**config.mk**
```make
export PLATFORM = sky130hd
export DESIGN_NAME = sm83_fetch
export DESIGN_NICKNAME = d
export VERILOG_FILES = /design/src/rtl/sm83_fetch.sv
export SDC_FILE = /design/constraint.sdc
export NUM_CORES = 1
export LEC_CHECK = 0
export ABC_AREA = 1
export BUFFER_PORTS_ARGS = -buffer_cell sky130_fd_sc_hd__buf_2
export CORE_ASPECT_RATIO = 0.9
export CORE_MARGIN = 3
export CORE_UTILIZATION = 50
export CTS_CLUSTER_SIZE = 16
export DETAILED_ROUTE_END_ITERATION = 16
export GPL_TIMING_DRIVEN = 1
export PLACE_DENSITY = 0.71
export SLEW_MARGIN = 15
export SYNTH_ARGS = -nofsm -noshare
export SYNTH_HDL_FRONTEND = slang
export SYNTH_SLANG_ARGS = --single-unit
```
**constraint.sdc**
```tcl
create_clock -name clk -period 2.35 [get_ports clk]
set_input_delay 0.235 -clock clk [delete_from_list [all_inputs] [get_ports clk]]
set_output_delay 0.235 -clock clk [all_outputs]
set_load 0.005 [all_outputs]
```
**src/rtl/sm83_fetch.sv**
```systemverilog
// sm83_fetch -- instruction-byte prefetch stage for the SM83 core.
//
// Drives the instruction memory read address from the fetch PC. The returned
// byte (valid in the same cycle) is captured into a small FIFO together with
// its address. Entries are offered to the decoder over a valid/ready
// handshake. A redirect flushes the FIFO and restarts fetch at a new PC in a
// single cycle.
//
// Optional feature macro: FETCH_BYPASS_EN
//   When defined, an empty FIFO forwards the memory byte combinationally to
//   the decoder (zero fetch-to-valid latency). Bypassed bytes are never
//   counted in level.
//
// Parameters:
//   DEPTH     FIFO entries, power of two, 2..16
//   RESET_PC  fetch PC loaded on reset
//
// Ports:
//   clk          core clock, all state updates on posedge
//   rst_n        asynchronous active-low reset
//   en           fetch enable; low stops new fetches, FIFO still drains
//   mem_addr     instruction memory read address (fetch PC)
//   mem_data     byte at mem_addr, same cycle
//   redirect     flush FIFO and restart fetch at redirect_pc
//   redirect_pc  new fetch PC
//   op_valid     head entry available
//   op_data      head entry byte
//   op_pc        address of head entry byte
//   op_ready     decoder accepts head this cycle
//   level        current FIFO occupancy
module sm83_fetch #(
  parameter int          DEPTH    = 4,
  parameter logic [15:0] RESET_PC = 16'h0000
) (
  input  logic                           clk,
  input  logic                           rst_n,
  input  logic                           en,
  output logic [15:0]                    mem_addr,
  input  logic [7:0]                     mem_data,
  input  logic                           redirect,
  input  logic [15:0]                    redirect_pc,
  output logic                           op_valid,
  output logic [7:0]                     op_data,
  output logic [15:0]                    op_pc,
  input  logic                           op_ready,
  output logic [$clog2(DEPTH+1)-1:0]     level
);

  localparam int PW = $clog2(DEPTH);
  localparam int CW = $clog2(DEPTH+1);

  logic [15:0]   fetch_pc_q, fetch_pc_d;
  logic [PW-1:0] rd_ptr_q,   rd_ptr_d;
  logic [PW-1:0] wr_ptr_q,   wr_ptr_d;
  logic [CW-1:0] count_q,    count_d;

  logic [7:0]    entry_data_q [DEPTH];
  logic [15:0]   entry_pc_q   [DEPTH];

  logic fifo_valid;
  logic pop;
  logic push;
  logic bypass;
  logic bypass_take;

  assign fifo_valid = (count_q != '0);
  assign pop        = fifo_valid && op_ready;

`ifdef FETCH_BYPASS_EN
  // Empty FIFO: present the memory byte directly. If the decoder takes it,
  // the byte is consumed without ever entering the FIFO.
  assign bypass      = (count_q == '0) && en && !redirect;
  assign bypass_take = bypass && op_ready;
`else
  assign bypass      = 1'b0;
  assign bypass_take = 1'b0;
`endif

  // A full FIFO that is popping this cycle still has room for the new byte.
  assign push = en && !redirect && !bypass_take &&
                ((count_q < CW'(DEPTH)) || pop);

  always_comb begin
    fetch_pc_d = fetch_pc_q;
    rd_ptr_d   = rd_ptr_q;
    wr_ptr_d   = wr_ptr_q;
    count_d    = count_q;
    if (redirect) begin
      // Remaining entries are dropped; a pop this cycle still hands its
      // byte to the decoder, which is why pop is not gated by redirect.
      fetch_pc_d = redirect_pc;
      rd_ptr_d   = '0;
      wr_ptr_d   = '0;
      count_d    = '0;
    end else begin
      if (push || bypass_take) begin
        fetch_pc_d = fetch_pc_q + 16'd1;
      end
      if (push) begin
        wr_ptr_d = wr_ptr_q + PW'(1);
      end
      if (pop) begin
        rd_ptr_d = rd_ptr_q + PW'(1);
      end
      count_d = count_q + CW'(push) - CW'(pop);
    end
  end

  always_ff @(posedge clk or negedge rst_n) begin
    if (!rst_n) begin
      fetch_pc_q <= RESET_PC;
      rd_ptr_q   <= '0;
      wr_ptr_q   <= '0;
      count_q    <= '0;
    end else begin
      fetch_pc_q <= fetch_pc_d;
      rd_ptr_q   <= rd_ptr_d;
      wr_ptr_q   <= wr_ptr_d;
      count_q    <= count_d;
    end
  end

  // FIFO storage: one register pair per entry so every entry can be cleared
  // by the asynchronous reset.
  generate
    for (genvar gi = 0; gi < DEPTH; gi++) begin : g_entry
      logic [7:0]  entry_data_d;
      logic [15:0] entry_pc_d;
      logic        entry_we;

      assign entry_we = push && (wr_ptr_q == PW'(gi));

      always_comb begin
        entry_data_d = entry_data_q[gi];
        entry_pc_d   = entry_pc_q[gi];
        if (entry_we) begin
          entry_data_d = mem_data;
          entry_pc_d   = fetch_pc_q;
        end
      end

      always_ff @(posedge clk or negedge rst_n) begin
        if (!rst_n) begin
          entry_data_q[gi] <= 8'h00;
          entry_pc_q[gi]   <= 16'h0000;
        end else begin
          entry_data_q[gi] <= entry_data_d;
          entry_pc_q[gi]   <= entry_pc_d;
        end
      end
    end
  endgenerate

  assign mem_addr = fetch_pc_q;
  assign op_valid = fifo_valid || bypass;
  assign op_data  = bypass ? mem_data   : entry_data_q[rd_ptr_q];
  assign op_pc    = bypass ? fetch_pc_q : entry_pc_q[rd_ptr_q];
  assign level    = count_q;

endmodule

```
==> results.sh, run 1 <==
export IMPL_final_cells=899
export IMPL_via_per_inst=5.37
export IMPL_firstDrtPassIters=5
export IMPL_critical_path_class="reg -> reg"
export IMPL_syn_inst=670
export IMPL_synth_area_sq_um=5650
export IMPL_clock_latency_ns=0.41
export IMPL_r2r_end="level[2]"
export IMPL_ios=73
export IMPL_path_cells="nor2_1 > nand2_1 > nand2_1 > inv_1 > ha_1 > inv_1 > ha_1 > inv_1 > fa_1 > o21ai_0 > a21oi_1"
export IMPL_die_area_sq_um=12600
export IMPL_grt_overflow=0
export IMPL_use_met2=0.381
export IMPL_yosysSeqAreaShare=0.527
export IMPL_rsz0062_at_grt="false"
export IMPL_synthTopCellsByCount="nand2_1, o21ai_0, dfrtp_1, nor2_1, inv_1"
export IMPL_syn_avg_cell_area_sq_um=8.44
export IMPL_min_to="mem_addr[6]"
export IMPL_yosys_top_cells_area="dfrtp_1, o21ai_0, nand2_1"
export IMPL_cp_slowest_stage_delay_ns=0.43
export IMPL_clock_sinks=119
export IMPL_crit_required_ns=2.64
export IMPL_routed_wl_microns=13600
export IMPL_grt_pass1_vias=4719
export IMPL_grt_pass1_wl_microns=23300
export IMPL_hold_path_class="in -> reg"
export IMPL_grtUsageTotal=0.231
export IMPL_met3_usage=0.0654
export IMPL_start_kind="flip-flop"
export IMPL_power_density_nw_per_um2=1210
export IMPL_min_path_cells=3
export IMPL_busiest_layer="met2"
export IMPL_root_buffer="clkbuf_16"
export IMPL_ir_drop_v=0.000564
export IMPL_syn_num_nets=707
export IMPL_synth_top_area_share=0.527
export IMPL_synth_top_cell_by_area="dfrtp_1"
export IMPL_rrSetupSlack_ns=0.29
export IMPL_synthArstFlopShare=1.00
export IMPL_wl_per_cell_microns=15.1
export IMPL_placedCellCount=866
export IMPL_synth_edf_count=0
export IMPL_path_clk_slew_ns=0.06
export IMPL_synth_flop_cell="dfrtp_1"
export IMPL_portBuffers=72
export IMPL_die_w_microns=118
export IMPL_ys_ff_latch=119
export IMPL_max_freq_mhz=485
export IMPL_slew_headroom=0.632
export IMPL_htreeDepth=4
export IMPL_slew_viol_final=0
export IMPL_cts_tree="built"
export IMPL_cts_buffer_depth=2
export IMPL_multi_input_area_sq_um=2240
export IMPL_ant_nets=0
export IMPL_drtIter0Drc=462
export IMPL_drive_gt1_frac=0.177
export IMPL_final_setup_tns_ns=0
export IMPL_cpMaxStageDelayCell="dfrtp_1"
export IMPL_vias=4825
export IMPL_yosysWarnings=0
export IMPL_core_area_sq_um=10900
export IMPL_regArea_sq_um=2980
export IMPL_path_common_cell="inv_1"
export IMPL_grt_max_degree=55
export IMPL_drc=0
export IMPL_nets=771
export IMPL_r2r_start="level[1]"
export IMPL_synthToLayoutAreaGrowth_pct=18.7
export IMPL_std_cell_rows=36
export IMPL_worst_slew_pin_slew_ns=0.551
export IMPL_fin_crit_ns=2.06
export IMPL_cts_buffers_inserted=17
export IMPL_skew_ns=0.00890
export IMPL_synth_cell_types=27
export IMPL_dpl_hpwl_microns=8690
export IMPL_fp_dieH_microns=107
export IMPL_crit_path_max_fanout=4
export IMPL_cp_data_arrival_time_ns=2.35
export IMPL_post_cts_buffers=0
export IMPL_p_leak_nw=3.35
export IMPL_start_util=0.517
export IMPL_cpLargestDelayFamily="adder cells"
export IMPL_diodes=0
export IMPL_status="completed"
export IMPL_critPathCaptureType="flip-flop"
export IMPL_setup_viol=0
export IMPL_use_met1=0.303
export IMPL_worstHoldStart="redirect_pc[6]"
export IMPL_drv_cap=0
export IMPL_hold_viol=0
export IMPL_crit_buf_inv=3
export IMPL_routabilityCongestion=0.855
export IMPL_yosysMostFrequentCell="nand2_1"
export IMPL_reg2reg_depth=11
export IMPL_fillerInstances=943
export IMPL_fin_util=0.613
export IMPL_antenna_found_initial=0
export IMPL_fin_crit_sh=0.877
report_power, final:
group / leakage (nW) / internal [mW] / switching [mW] / total, mW
clock: 0.309 / 1.86 / 0.924 / 2.78
combinational: 1.50 / 0.915 / 1.31 / 2.22
sequential: 1.54 / 2.74 / 0.406 / 3.14
worst reg2reg max path, stage by stage (launching register included):
cell	delay, ns
dfrtp_1	0.43
nor2_1	0.13
nand2_1	0.07
nand2_1	0.12
inv_1	0.07
ha_1	0.28
inv_1	0.06
ha_1	0.13
inv_1	0.05
fa_1	0.37
o21ai_0	0.16
a21oi_1	0.06
cell families (layout without fill, tap and decap cells):
logic type / after synthesis / in the layout / synth area share
AOI/OAI and AO/OA: 198 / 198 / 0.189
xor gates and xnor gates: 3 / 3 / 0.00465
adders and majority gates: 8 / 8 / 0.0190
buffers and inverters: 87 / 164 / 0.0763
DFF: 119 / 119 / 0.527
and+or+nand+nor: 255 / 255 / 0.184
metrics by stage:
| step | total power [mW] | worst slack (ns) | hold WS [ns] | cell area [sq um] |
|---|---|---|---|---|
| 3_3_place_gp | 5.29 | 0.397 | 0.170 | 6060 |
| 3_5_place_dp | 5.38 | 0.312 | 0.173 | 6060 |
| 5_1_grt | 8.73 | 0.136 | 0.0360 | 6710 |
| 4_1_cts | 8.19 | 0.299 | 0.0389 | 6710 |
| 2_1_floorplan | 4.53 | 0.415 | -0.0606 | 5650 |
| 6_report | 8.15 | 0.289 | 0.0470 | 6710 |
cell usage in the layout (no fill, tap or decap):
| master | instances |
|---|---|
| nand2_2 | 1 |
| clkinvlp_4 | 2 |
| buf_12 | 1 |
| or2_2 | 1 |
| o211ai_1 | 4 |
| dlygate4sd3_1 | 1 |
| o21bai_1 | 2 |
| o21ai_2 | 9 |
| a21oi_1 | 4 |
| nand3_1 | 21 |
| nand2_4 | 4 |
| fa_1 | 1 |
| clkinv_4 | 3 |
| o21ai_1 | 19 |
| o21ai_0 | 135 |
| inv_1 | 46 |
| xor2_1 | 3 |
| nand2_1 | 158 |
| nand4_1 | 3 |
| clkinv_2 | 2 |
| bufinv_16 | 4 |
| ha_1 | 7 |
| clkbuf_16 | 17 |
| a31oi_1 | 1 |
| inv_2 | 1 |
| nand3_4 | 1 |
| dfrtp_1 | 119 |
| buf_4 | 11 |
| inv_8 | 1 |
| o22ai_1 | 24 |
| buf_2 | 71 |
| clkbuf_8 | 3 |
| clkbuf_1 | 1 |
| nor2_1 | 66 |
routing by layer:
| layer | share of wire | vias to the layer above |
|---|---|---|
| li1 | - | 2338 |
| met1 | 0.44 | 2294 |
| met2 | 0.49 | 180 |
| met3 | 0.068 | 13 |
| met4 | 0.010 | 0 |
| met5 | 0 | - |
registers in the layout, summed over array words and instances, names as in the netlist:
| signal | cells |
|---|---|
| rd_ptr_q | 2 |
| entry_pc_q | 64 |
| mem_addr | 16 |
| wr_ptr_q | 2 |
| entry_data_q | 32 |
| level | 3 |
area by class of cell:
type,count,share of cell area
Clock buffer,21,0.0701
Clock inverter,11,0.0255
Inverter,48,0.0280
Multi-Input combinational cell,464,0.335
Sequential cell,119,0.444
Tap cell,152,0.0283
Timing Repair Buffer,84,0.0697
worst max-delay path by stage:
stage / from / cells after the start / to
global route: level[1] / 11 / level[2]
global placement: level[1] / 11 / level[2]
detailed placement: level[1] / 11 / level[2]
finish: level[1] / 11 / level[2]
floorplan: level[1] / 11 / level[2]
CTS: level[1] / 11 / level[2]
repair_timing:
action                    in CTS  in global routing
gates resized for setup        0                  0
hold buffers                   1                  0
hold endpoints to repair      22                  0
No activity file was read; power rests on OpenSTA's default activity.
==> inputs of run 2 (changes only) <==
--- a/config.mk
+++ b/config.mk
@@ -6,14 +6,13 @@
 export NUM_CORES = 1
 export LEC_CHECK = 0
 export ABC_AREA = 1
-export BUFFER_PORTS_ARGS = -buffer_cell sky130_fd_sc_hd__buf_2
 export CORE_ASPECT_RATIO = 0.9
 export CORE_MARGIN = 3
 export CORE_UTILIZATION = 50
 export CTS_CLUSTER_SIZE = 16
 export DETAILED_ROUTE_END_ITERATION = 16
+export DONT_BUFFER_PORTS = 1
 export GPL_TIMING_DRIVEN = 1
-export PLACE_DENSITY = 0.71
 export SLEW_MARGIN = 15
 export SYNTH_ARGS = -nofsm -noshare
 export SYNTH_HDL_FRONTEND = slang
==> constraint.sdc (replaced) <==
create_clock -name clk -period 2.3 [get_ports clk]
set_input_delay 0.23 -clock clk [delete_from_list [all_inputs] [get_ports clk]]
set_output_delay 0.23 -clock clk [all_outputs]
set_load 0.005 [all_outputs]
==> results.sh, run 2 (synthesized netlist as in run 1, its figures left out) <==
export IMPL_die_w_microns=118
export IMPL_nets=704
export IMPL_cts_tree="built"
export IMPL_regArea_sq_um=2980
export IMPL_clock_sinks=119
export IMPL_critPathCaptureType="flip-flop"
export IMPL_final_setup_tns_ns=0
export IMPL_rsz0062_at_grt="false"
export IMPL_fin_util=0.580
export IMPL_grt_pass1_wl_microns=22600
export IMPL_violations="negative hold slack"
export IMPL_cp_slowest_stage_delay_ns=0.45
export IMPL_drc=0
export IMPL_dpl_hpwl_microns=8010
export IMPL_crit_buf_inv=3
export IMPL_grt_pass1_vias=4375
export IMPL_final_common_cell="nand2_1"
export IMPL_path_clk_slew_ns=0.05
export IMPL_layout_common_cells="nand2_1, o21ai_0, dfrtp_1, nor2_1, inv_1"
export IMPL_vias=4496
export IMPL_grt_overflow=0
export IMPL_portBuffers=0
export IMPL_cp_data_arrival_time_ns=2.40
export IMPL_std_cell_rows=36
export IMPL_die_area_sq_um=12600
export IMPL_skew_ns=0.00479
export IMPL_power_density_nw_per_um2=1210
export IMPL_routed_wl_microns=13300
export IMPL_cts_buffers_inserted=17
export IMPL_hold_path_class="in -> async"
export IMPL_postCtsHoldBufs=11
export IMPL_antenna_found_initial=0
export IMPL_setup_viol=0
export IMPL_diodes=0
export IMPL_fin_crit_ns=2.10
export IMPL_routabilityCongestion=0.797
export IMPL_drive_gt1_frac=0.0779
export IMPL_grt_max_degree=120
export IMPL_slew_viol_final=0
export IMPL_max_freq_mhz=476
export IMPL_post_cts_buffers=0
export IMPL_critical_path_class="reg -> reg"
export IMPL_crit_required_ns=2.59
export IMPL_cpMaxStageDelayCell="dfrtp_1"
export IMPL_path_common_cell="inv_1"
export IMPL_drv_cap=0
export IMPL_root_buffer="clkbuf_16"
export IMPL_slew_headroom=0.617
export IMPL_crit_path_max_fanout=4
export IMPL_multi_input_area_sq_um=2240
export IMPL_whs_ns=-0.484
export IMPL_core_area_sq_um=10900
export IMPL_largest_reg_flops=64
export IMPL_cpLargestDelayFamily="adder cells"
export IMPL_path_cells="nor2_1 > nand2_1 > nand2_1 > inv_1 > ha_1 > inv_1 > ha_1 > inv_1 > fa_1 > o21ai_0 > a21oi_1"
export IMPL_p_leak_nw=3.06
export IMPL_grtUsageTotal=0.227
export IMPL_drtIter0Drc=366
export IMPL_ir_drop_v=0.000635
export IMPL_fp_dieH_microns=107
export IMPL_firstDrtPassIters=4
export IMPL_cts_buffer_depth=2
export IMPL_ant_nets=0
export IMPL_start_kind="flip-flop"
export IMPL_clock_latency_ns=0.41
export IMPL_ios=73
export IMPL_fillerInstances=1010
export IMPL_htreeDepth=4
export IMPL_worst_slew_pin_slew_ns=0.574
export IMPL_wl_per_cell_microns=16.0
export IMPL_synthToLayoutAreaGrowth_pct=12.3
export IMPL_via_per_inst=5.40
export IMPL_hold_viol=119
export IMPL_status="finished, violations left"
export IMPL_fin_crit_sh=0.914
export IMPL_start_util=0.517
export IMPL_top_register="entry_pc_q"
[run 2: final cells by class]
type | instances | share of cell area
sequential | 119 | 0.469
multi-input combinational | 464 | 0.354
clock buffer | 23 | 0.0753
tap | 152 | 0.0300
inverter | 48 | 0.0296
timing repair buffer | 17 | 0.0268
clock inverter | 9 | 0.0156
[run 2: metrics by stage]
step | cells | setup slack (ns) | power (mW) | hold slack (ns) | instance area, sq um
floorplan | 670 | 0.365 | 4.62 | -0.0656 | 5650
global placement | 789 | 0.252 | 5.05 | -0.0623 | 5660
detailed placement | 789 | 0.194 | 5.13 | -0.0621 | 5660
CTS | 832 | 0.137 | 7.74 | -0.510 | 6340
global route | 832 | 0.00454 | 8.23 | -0.514 | 6350
finish | 832 | 0.197 | 7.66 | -0.484 | 6350
[run 2: layer usage]
layer / track usage / wire length, microns / share of wire
met1: 0.307 / 6280 / 0.47
met2: 0.351 / 6120 / 0.46
met4: 0.0828 / 153 / 0.011
met5: 0 / 0 / 0
met3: 0.0638 / 761 / 0.057
[run 2: timing repair]
item                                   4_1_cts  5_1_grt
setup endpoints to repair                    0        1
endpoints found under the hold margin      134      119
resized for setup                            0        1
[run 2: final timing paths]
| check | from | endpoint | slack (ns) | cells after the start |
|---|---|---|---|---|
| min | rst_n | entry_data_q[5] | -0.48 | 0 |
| max reg2reg | level[1] | level[2] | 0.20 | 11 |
| min reg2reg | entry_pc_q[42] | entry_pc_q[42] | 0.47 | 2 |
| max in group asynchronous | rst_n | entry_pc_q[27] | 2.60 | 0 |
| max | level[1] | level[2] | 0.20 | 11 |
| min in group clk | mem_data[6] | entry_data_q[22] | 0.02 | 2 |
[run 2: power breakdown]
| group | leakage (nW) | internal (mW) | switching (mW) | total, mW |
|---|---|---|---|---|
| clock network | 0.290 | 1.67 | 0.884 | 2.55 |
| registers | 1.54 | 2.80 | 0.438 | 3.24 |
| logic | 1.23 | 0.698 | 1.18 | 1.87 |
| total | 3.06 | 5.16 | 2.50 | 7.66 |
